===== src/rtl/decoder_rx_sm_if.sv =====
// rtl/decoder_rx_sm_if.sv - PAM5 symbol vector handshake between trellis decoder and PCS receive FSM
interface decoder_rx_sm_if;
   logic       io_rx_symb_vector_valid;
   logic       io_rx_symb_vector_ready;
   logic [2:0] io_rx_symb_vector_bits_0;
   logic [2:0] io_rx_symb_vector_bits_1;
   logic [2:0] io_rx_symb_vector_bits_2;
   logic [2:0] io_rx_symb_vector_bits_3;
   logic [7:0] io_decoded_rx_symb_vector;

   modport master (
      output io_rx_symb_vector_valid,
      output io_rx_symb_vector_bits_0,
      output io_rx_symb_vector_bits_1,
      output io_rx_symb_vector_bits_2,
      output io_rx_symb_vector_bits_3,
      output io_decoded_rx_symb_vector,
      input  io_rx_symb_vector_ready
   );

   modport slave (
      input  io_rx_symb_vector_valid,
      input  io_rx_symb_vector_bits_0,
      input  io_rx_symb_vector_bits_1,
      input  io_rx_symb_vector_bits_2,
      input  io_rx_symb_vector_bits_3,
      input  io_decoded_rx_symb_vector,
      output io_rx_symb_vector_ready
   );
endinterface


===== src/rtl/decoder_rx_sm.sv =====
// rtl/decoder_rx_sm.sv - 1000BASE-T PCS receive delimiter detection and GMII-style decode FSM
module decoder_rx_sm #(
   parameter int MAX_FRAME = 2048,
   parameter int ERR_CNT_W = 16
) (
   input  logic                 clock,
   input  logic                 reset,
   input  logic                 io_loc_rcvr_status,
   decoder_rx_sm_if.slave       rx,
   input  logic                 io_err_clear,
   output logic [7:0]           io_rxd,
   output logic                 io_rx_dv,
   output logic                 io_rx_er,
   output logic                 io_rxerror_status,
   output logic [ERR_CNT_W-1:0] io_err_count
);

   localparam int CNT_W = $clog2(MAX_FRAME + 1);

   typedef enum logic [2:0] {
      S_IDLE,
      S_SSD1_SEEN,
      S_RECEIVE,
      S_ESD_CHECK,
      S_WAIT_IDLE
   } state_t;

   state_t               state_q, state_next;
   logic                 ready_q;
   logic [7:0]           rxd_next;
   logic                 dv_next, er_next, stat_next;
   logic [CNT_W-1:0]     cnt_q, cnt_next;
   logic [ERR_CNT_W-1:0] err_cnt_next;

   logic [2:0] comp [4];
   logic [3:0] comp_p2, comp_m2, comp_zero, comp_one;
   logic       any_invalid, is_ssd1, is_ssd2, idle_class, is_data, accept;

   assign comp[0] = rx.io_rx_symb_vector_bits_0;
   assign comp[1] = rx.io_rx_symb_vector_bits_1;
   assign comp[2] = rx.io_rx_symb_vector_bits_2;
   assign comp[3] = rx.io_rx_symb_vector_bits_3;

   always_comb begin
      comp_p2   = '0;
      comp_m2   = '0;
      comp_zero = '0;
      comp_one  = '0;
      for (int i = 0; i < 4; i++) begin
         comp_p2[i]   = (comp[i] == 3'b010);
         comp_m2[i]   = (comp[i] == 3'b110);
         comp_zero[i] = (comp[i] == 3'b000);
         comp_one[i]  = (comp[i] == 3'b001) || (comp[i] == 3'b111);
      end
   end

   // SSD1 and ESD1 share one code, as do SSD2 and ESD2; the FSM state tells them apart.
   assign any_invalid = ~&(comp_p2 | comp_m2 | comp_zero | comp_one);
   assign is_ssd1     = &comp_p2;
   assign is_ssd2     = &comp_p2[2:0] & comp_m2[3];
   assign idle_class  = &(comp_p2 | comp_m2 | comp_zero) & ~is_ssd1;
   assign is_data     = ~any_invalid & |comp_one;

   assign accept                     = rx.io_rx_symb_vector_valid & ready_q;
   assign rx.io_rx_symb_vector_ready = ready_q;

   always_comb begin
      state_next = state_q;
      rxd_next   = io_rxd;
      dv_next    = io_rx_dv;
      er_next    = 1'b0;
      cnt_next   = cnt_q;
      if (!io_loc_rcvr_status) begin
         state_next = S_IDLE;
         rxd_next   = 8'h00;
         dv_next    = 1'b0;
         cnt_next   = '0;
      end else if (accept) begin
         case (state_q)
            S_IDLE: begin
               rxd_next = 8'h00;
               dv_next  = 1'b0;
               if (is_ssd1) state_next = S_SSD1_SEEN;
            end
            S_SSD1_SEEN: begin
               if (is_ssd2) begin
                  state_next = S_RECEIVE;
                  dv_next    = 1'b1;
                  rxd_next   = 8'h55;
                  cnt_next   = '0;
               end else begin
                  state_next = S_WAIT_IDLE;
                  dv_next    = 1'b0;
                  er_next    = 1'b1;
                  rxd_next   = 8'h0E;
               end
            end
            S_RECEIVE: begin
               if (any_invalid || is_data) begin
                  dv_next = 1'b1;
                  // Jabber check wins over a corrupted symbol on the overflowing vector.
                  if (cnt_q == CNT_W'(MAX_FRAME)) begin
                     state_next = S_WAIT_IDLE;
                     er_next    = 1'b1;
                     rxd_next   = 8'h00;
                  end else begin
                     er_next  = any_invalid;
                     rxd_next = rx.io_decoded_rx_symb_vector;
                     cnt_next = cnt_q + 1'b1;
                  end
               end else if (is_ssd1) begin
                  state_next = S_ESD_CHECK;
                  dv_next    = 1'b0;
               end else begin
                  state_next = S_IDLE;
                  dv_next    = 1'b1;
                  er_next    = 1'b1;
                  rxd_next   = 8'h00;
               end
            end
            S_ESD_CHECK: begin
               state_next = S_IDLE;
               dv_next    = 1'b0;
               if (!is_ssd2) begin
                  er_next  = 1'b1;
                  rxd_next = 8'h00;
               end
            end
            S_WAIT_IDLE: begin
               dv_next = 1'b0;
               if (idle_class) state_next = S_IDLE;
            end
            default: begin
               state_next = S_IDLE;
               dv_next    = 1'b0;
               rxd_next   = 8'h00;
            end
         endcase
      end
   end

   always_comb begin
      stat_next    = er_next ? 1'b1 : (io_err_clear ? 1'b0 : io_rxerror_status);
      err_cnt_next = io_err_count;
      if (er_next && !(&io_err_count)) err_cnt_next = io_err_count + 1'b1;
   end

   always_ff @(posedge clock or negedge reset) begin
      if (!reset) begin
         state_q           <= S_IDLE;
         ready_q           <= 1'b0;
         cnt_q             <= '0;
         io_rxd            <= 8'h00;
         io_rx_dv          <= 1'b0;
         io_rx_er          <= 1'b0;
         io_rxerror_status <= 1'b0;
         io_err_count      <= '0;
      end else begin
         state_q           <= state_next;
         ready_q           <= 1'b1;
         cnt_q             <= cnt_next;
         io_rxd            <= rxd_next;
         io_rx_dv          <= dv_next;
         io_rx_er          <= er_next;
         io_rxerror_status <= stat_next;
         io_err_count      <= err_cnt_next;
      end
   end

endmodule


===== src/flat_wrapper.sv =====
// flat-port wrapper written by rule: the top's interface ports become plain ports
module decoder_rx_sm_flat 
#(
   parameter int MAX_FRAME = 2048,
   parameter int ERR_CNT_W = 16
)
  (clock, reset, io_loc_rcvr_status, io_err_clear, io_rxd, io_rx_dv, io_rx_er, io_rxerror_status, io_err_count, rx_io_rx_symb_vector_valid, rx_io_rx_symb_vector_bits_0, rx_io_rx_symb_vector_bits_1, rx_io_rx_symb_vector_bits_2, rx_io_rx_symb_vector_bits_3, rx_io_decoded_rx_symb_vector, rx_io_rx_symb_vector_ready);
  decoder_rx_sm_if rx_i ();
  input  logic clock;
  input  logic reset;
  input  logic io_loc_rcvr_status;
  input  logic io_err_clear;
  output logic [7:0] io_rxd;
  output logic io_rx_dv;
  output logic io_rx_er;
  output logic io_rxerror_status;
  output logic [ERR_CNT_W-1:0] io_err_count;
  input wire logic [$bits(rx_i.io_rx_symb_vector_valid)-1:0] rx_io_rx_symb_vector_valid;
  input wire logic [$bits(rx_i.io_rx_symb_vector_bits_0)-1:0] rx_io_rx_symb_vector_bits_0;
  input wire logic [$bits(rx_i.io_rx_symb_vector_bits_1)-1:0] rx_io_rx_symb_vector_bits_1;
  input wire logic [$bits(rx_i.io_rx_symb_vector_bits_2)-1:0] rx_io_rx_symb_vector_bits_2;
  input wire logic [$bits(rx_i.io_rx_symb_vector_bits_3)-1:0] rx_io_rx_symb_vector_bits_3;
  input wire logic [$bits(rx_i.io_decoded_rx_symb_vector)-1:0] rx_io_decoded_rx_symb_vector;
  output wire logic [$bits(rx_i.io_rx_symb_vector_ready)-1:0] rx_io_rx_symb_vector_ready;
  assign rx_i.io_rx_symb_vector_valid = rx_io_rx_symb_vector_valid;
  assign rx_i.io_rx_symb_vector_bits_0 = rx_io_rx_symb_vector_bits_0;
  assign rx_i.io_rx_symb_vector_bits_1 = rx_io_rx_symb_vector_bits_1;
  assign rx_i.io_rx_symb_vector_bits_2 = rx_io_rx_symb_vector_bits_2;
  assign rx_i.io_rx_symb_vector_bits_3 = rx_io_rx_symb_vector_bits_3;
  assign rx_i.io_decoded_rx_symb_vector = rx_io_decoded_rx_symb_vector;
  assign rx_io_rx_symb_vector_ready = rx_i.io_rx_symb_vector_ready;
  decoder_rx_sm #(.MAX_FRAME(MAX_FRAME), .ERR_CNT_W(ERR_CNT_W)) u_core (.clock(clock), .reset(reset), .io_loc_rcvr_status(io_loc_rcvr_status), .rx(rx_i), .io_err_clear(io_err_clear), .io_rxd(io_rxd), .io_rx_dv(io_rx_dv), .io_rx_er(io_rx_er), .io_rxerror_status(io_rxerror_status), .io_err_count(io_err_count));
endmodule

===== config.mk =====
export PLATFORM = sky130hd
export DESIGN_NAME = decoder_rx_sm_flat
export DESIGN_NICKNAME = d
export VERILOG_FILES = /design/src/rtl/decoder_rx_sm_if.sv /design/src/rtl/decoder_rx_sm.sv /design/src/flat_wrapper.sv
export SDC_FILE = /design/constraint.sdc
export NUM_CORES = 1
export LEC_CHECK = 0
export CORE_ASPECT_RATIO = 0.6
export CORE_MARGIN = 10
export CORE_UTILIZATION = 50
export CTS_BUF_LIST = sky130_fd_sc_hd__clkbuf_8 sky130_fd_sc_hd__clkbuf_16
export CTS_CLUSTER_SIZE = 25
export DETAILED_ROUTE_END_ITERATION = 10
export PLACE_DENSITY = 0.78
export SYNTH_ARGS = -nofsm -noshare
export SYNTH_HDL_FRONTEND = slang
export SYNTH_SLANG_ARGS = --single-unit

===== constraint.sdc =====
create_clock -name clock -period 3 [get_ports clock]
set_input_delay 0.6 -clock clock [delete_from_list [all_inputs] [get_ports clock]]
set_output_delay 0.6 -clock clock [all_outputs]
set_load 0.1 [all_outputs]

==> flow_summary.ini <==
[logic_synthesis]
yosysTopAreaCell = dfrtp_1
seq_area_frac_synth_pct = 41.1
ys_top_cells_by_count = 43 x dfrtp_1, 16 x nand3_1, 15 x xnor2_1
synth.avg_cell_area_um2 = 9.42
synth_area_leaders = dfrtp_1 41%, xnor2_1 5.0%, nand4_1 3.1%
netlist.area_leader.share_pct = 41.1
yosys_warnings = 0
synth.ff_latch_count = 43
ys_types = 56
ys.flop_type = dfrtp_1
synth_area_um2 = 2620
ys_async_sr_fraction_pct = 100
synth_cells = 278
synth_enable_flop_cells = 0
synth_most_common_cell = dfrtp_1
synth_nets = 306

[clock_network]
cts-resized-gates = 0
cts.sinks = 43
cts.path.max_buffers = 2
path_clk_slew_ns = 0.08
postCtsHoldBufs = 0
clock_latency_ns = 0.29
post_cts_buffers = 0
cts_max_level = 2
cts_tree = built
numCtsBuffers = 5
root_buffer = clkbuf_8

[global_routing]
grt-ovfl-total = 0
grt.total_usage_pct = 15.7
antenna_found_initial = 0
grt_start_max_net_pins = 44
first_global_vias = 2279
grt_first_pass_wirelength_um = 11600

[layout]
area_growth_pct = 26.6
fin_nets = 368
insertedDiodeCount = 0
drive_above_1_share_pct = 19.1
fillers = 407
fin_cells = 407

[pwr]
peakVddDrop_v = 0.000390
p_total_mw = 1.50
p_per_area_nw_per_um2 = 453
p_leak_nw = 1.46

[placed_design]
dp.cells = 399
hpwlAfterDp_um = 5250
gp_congestion = 0.856
port_buffers = 52

[critical_path]
crit_type = in -> reg
crit_path_max_fanout = 4
end_kind = flip-flop
path_buf_inv = 1
cp.arrival_ns = 2.93
start_kind = input port
path_delay_family = simple AND/OR/NAND/NOR gates
max_stage_delay_ns = 0.52
cp_data_required_time_ns = 3.19
critPathSlowestCell = or4_1
crit_chain = clkdlybuf4s50_1 > or4_1 > nor3_1 > nand3_1 > o221ai_1 > a41o_1 > mux2_2

[floorplan]
die_x_um = 113
rows = 20
start_util_pct = 51.8
core-area_um2 = 5050
die_h_um = 76.0
pin_count = 53
dieArea_um2 = 8620

[sta]
fmax_ghz = 0.364
worst_slew_pin_slew_ns = 0.965
finalSetupViolCount = 0
fin_crit_sh_pct = 91.5
min_period_ns = 2.74
slew_headroom_pct = 35.7
hold_viol_final = 0
finalSetupTns_ns = 0
clock_skew_ns = 0.00307
slew_violations = 0
rsz0062_at_grt = false

[detailed_routing]
num_vias = 2459
routed_wl_um = 6930
firstDrtPassIters = 4
drc = 0
vias_per_cell = 6.04
wl_per_cell_um = 17.0
drtAntennaViolNets = 0
drt_iter0_drc = 169

[outcome]
status = finished clean

[min_path]
hold_class = in -> async

[job]
maxCapViolations = 0
worst paths after layout:
path | startpoint | cells after the start | to | slack (ns)
min | reset | 1 | u_core.cnt_q[6] | 0.45
max | rx_io_rx_symb_vector_bits_1[0] | 7 | u_core.state_q[0] | 0.26
max reg2reg | u_core.cnt_q[0] | 8 | u_core.io_err_count[2] | 0.69
max in group asynchronous | reset | 1 | u_core.rx.io_rx_symb_vector_ready | 1.95
min reg2reg | u_core.io_rxerror_status | 1 | u_core.io_rxerror_status | 0.50
min in group clock | u_core.io_rxerror_status | 1 | u_core.io_rxerror_status | 0.50
cell type report:
class	instances	area (um2)	area share, %
inverters	12	45.0	1.36
clock inverters	3	43.8	1.32
repair buffers	69	573	17.3
clock buffers	5	68.8	2.08
multi-input cells	209	1420	43.0
well taps	66	82.6	2.49
flip-flops and latches	43	1080	32.5
metal layers:
metal	vias to the layer above	track usage [%]	part of all wire, %
met5	-	0	0
met4	0	1.89	0.46
met3	8	5.11	8.4
met2	101	21.3	41
met1	1182	23.8	51
li1	1168	-	-
cells in the final DEF, fill, tap and decap left out, types with 5 or more instances in the layout:
cell type | synthesis | final
or3_1 | 8 | 8
nor3_1 | 8 | 8
clkbuf_8 | 0 | 5
nand4_1 | 13 | 13
and4_1 | 6 | 6
a21oi_1 | 8 | 8
nor2_1 | 13 | 13
and3_1 | 12 | 12
nand2_1 | 13 | 13
mux2_2 | 6 | 6
nand3_1 | 16 | 16
o21ai_0 | 7 | 7
nand2b_1 | 9 | 9
inv_1 | 12 | 12
dfrtp_1 | 43 | 43
o211ai_1 | 5 | 5
clkdlybuf4s50_1 | 0 | 23
a31oi_1 | 8 | 8
xnor2_1 | 15 | 15
buf_4 | 2 | 45
sequential cells by signal, indices dropped and copies added (netlist names):
| name | count |
|---|---|
| u_core.rx.io_rx_symb_vector_ready | 1 |
| u_core.io_rx_er | 1 |
| u_core.io_rxerror_status | 1 |
| u_core.cnt_q | 12 |
| u_core.io_rxd | 8 |
| u_core.io_rx_dv | 1 |
| u_core.io_err_count | 16 |
| u_core.state_q | 3 |
cell families (layout without fill, tap and decap cells):
| family | after synthesis | after routing | share of synthesized area (%) |
|---|---|---|---|
| AOI/OAI and AO/OA | 55 | 55 | 14.8 |
| other | 1 | 1 | 0.143 |
| and+or+nand+nor | 128 | 128 | 30.1 |
| DFF | 43 | 43 | 41.1 |
| xor gates and xnor gates | 16 | 16 | 5.35 |
| adders and majority gates | 3 | 3 | 1.43 |
| muxes | 6 | 6 | 2.58 |
| buffers and inverters | 26 | 89 | 4.49 |
power by group:
| group | switching [mW] | internal (mW) | total (mW) |
|---|---|---|---|
| clock | 0.206 | 0.248 | 0.454 |
| sequential | 0.0344 | 0.605 | 0.640 |
| combinational | 0.281 | 0.127 | 0.408 |
per-stage QoR:
stage | hold slack, ns | worst slack (ns) | util, % | area (um2)
final | 0.452 | 0.255 | 65.5 | 3310
after global routing | 0.520 | 0.196 | 65.5 | 3310
after CTS | 0.484 | 0.305 | 65.5 | 3310
after detailed placement | 0.482 | -0.0173 | 63.3 | 3200
after global placement | 0.471 | -0.0113 | 63.3 | 3200
after floorplan | 0.304 | 0.289 | - | 2620
(Power assumes the default switching activity.)
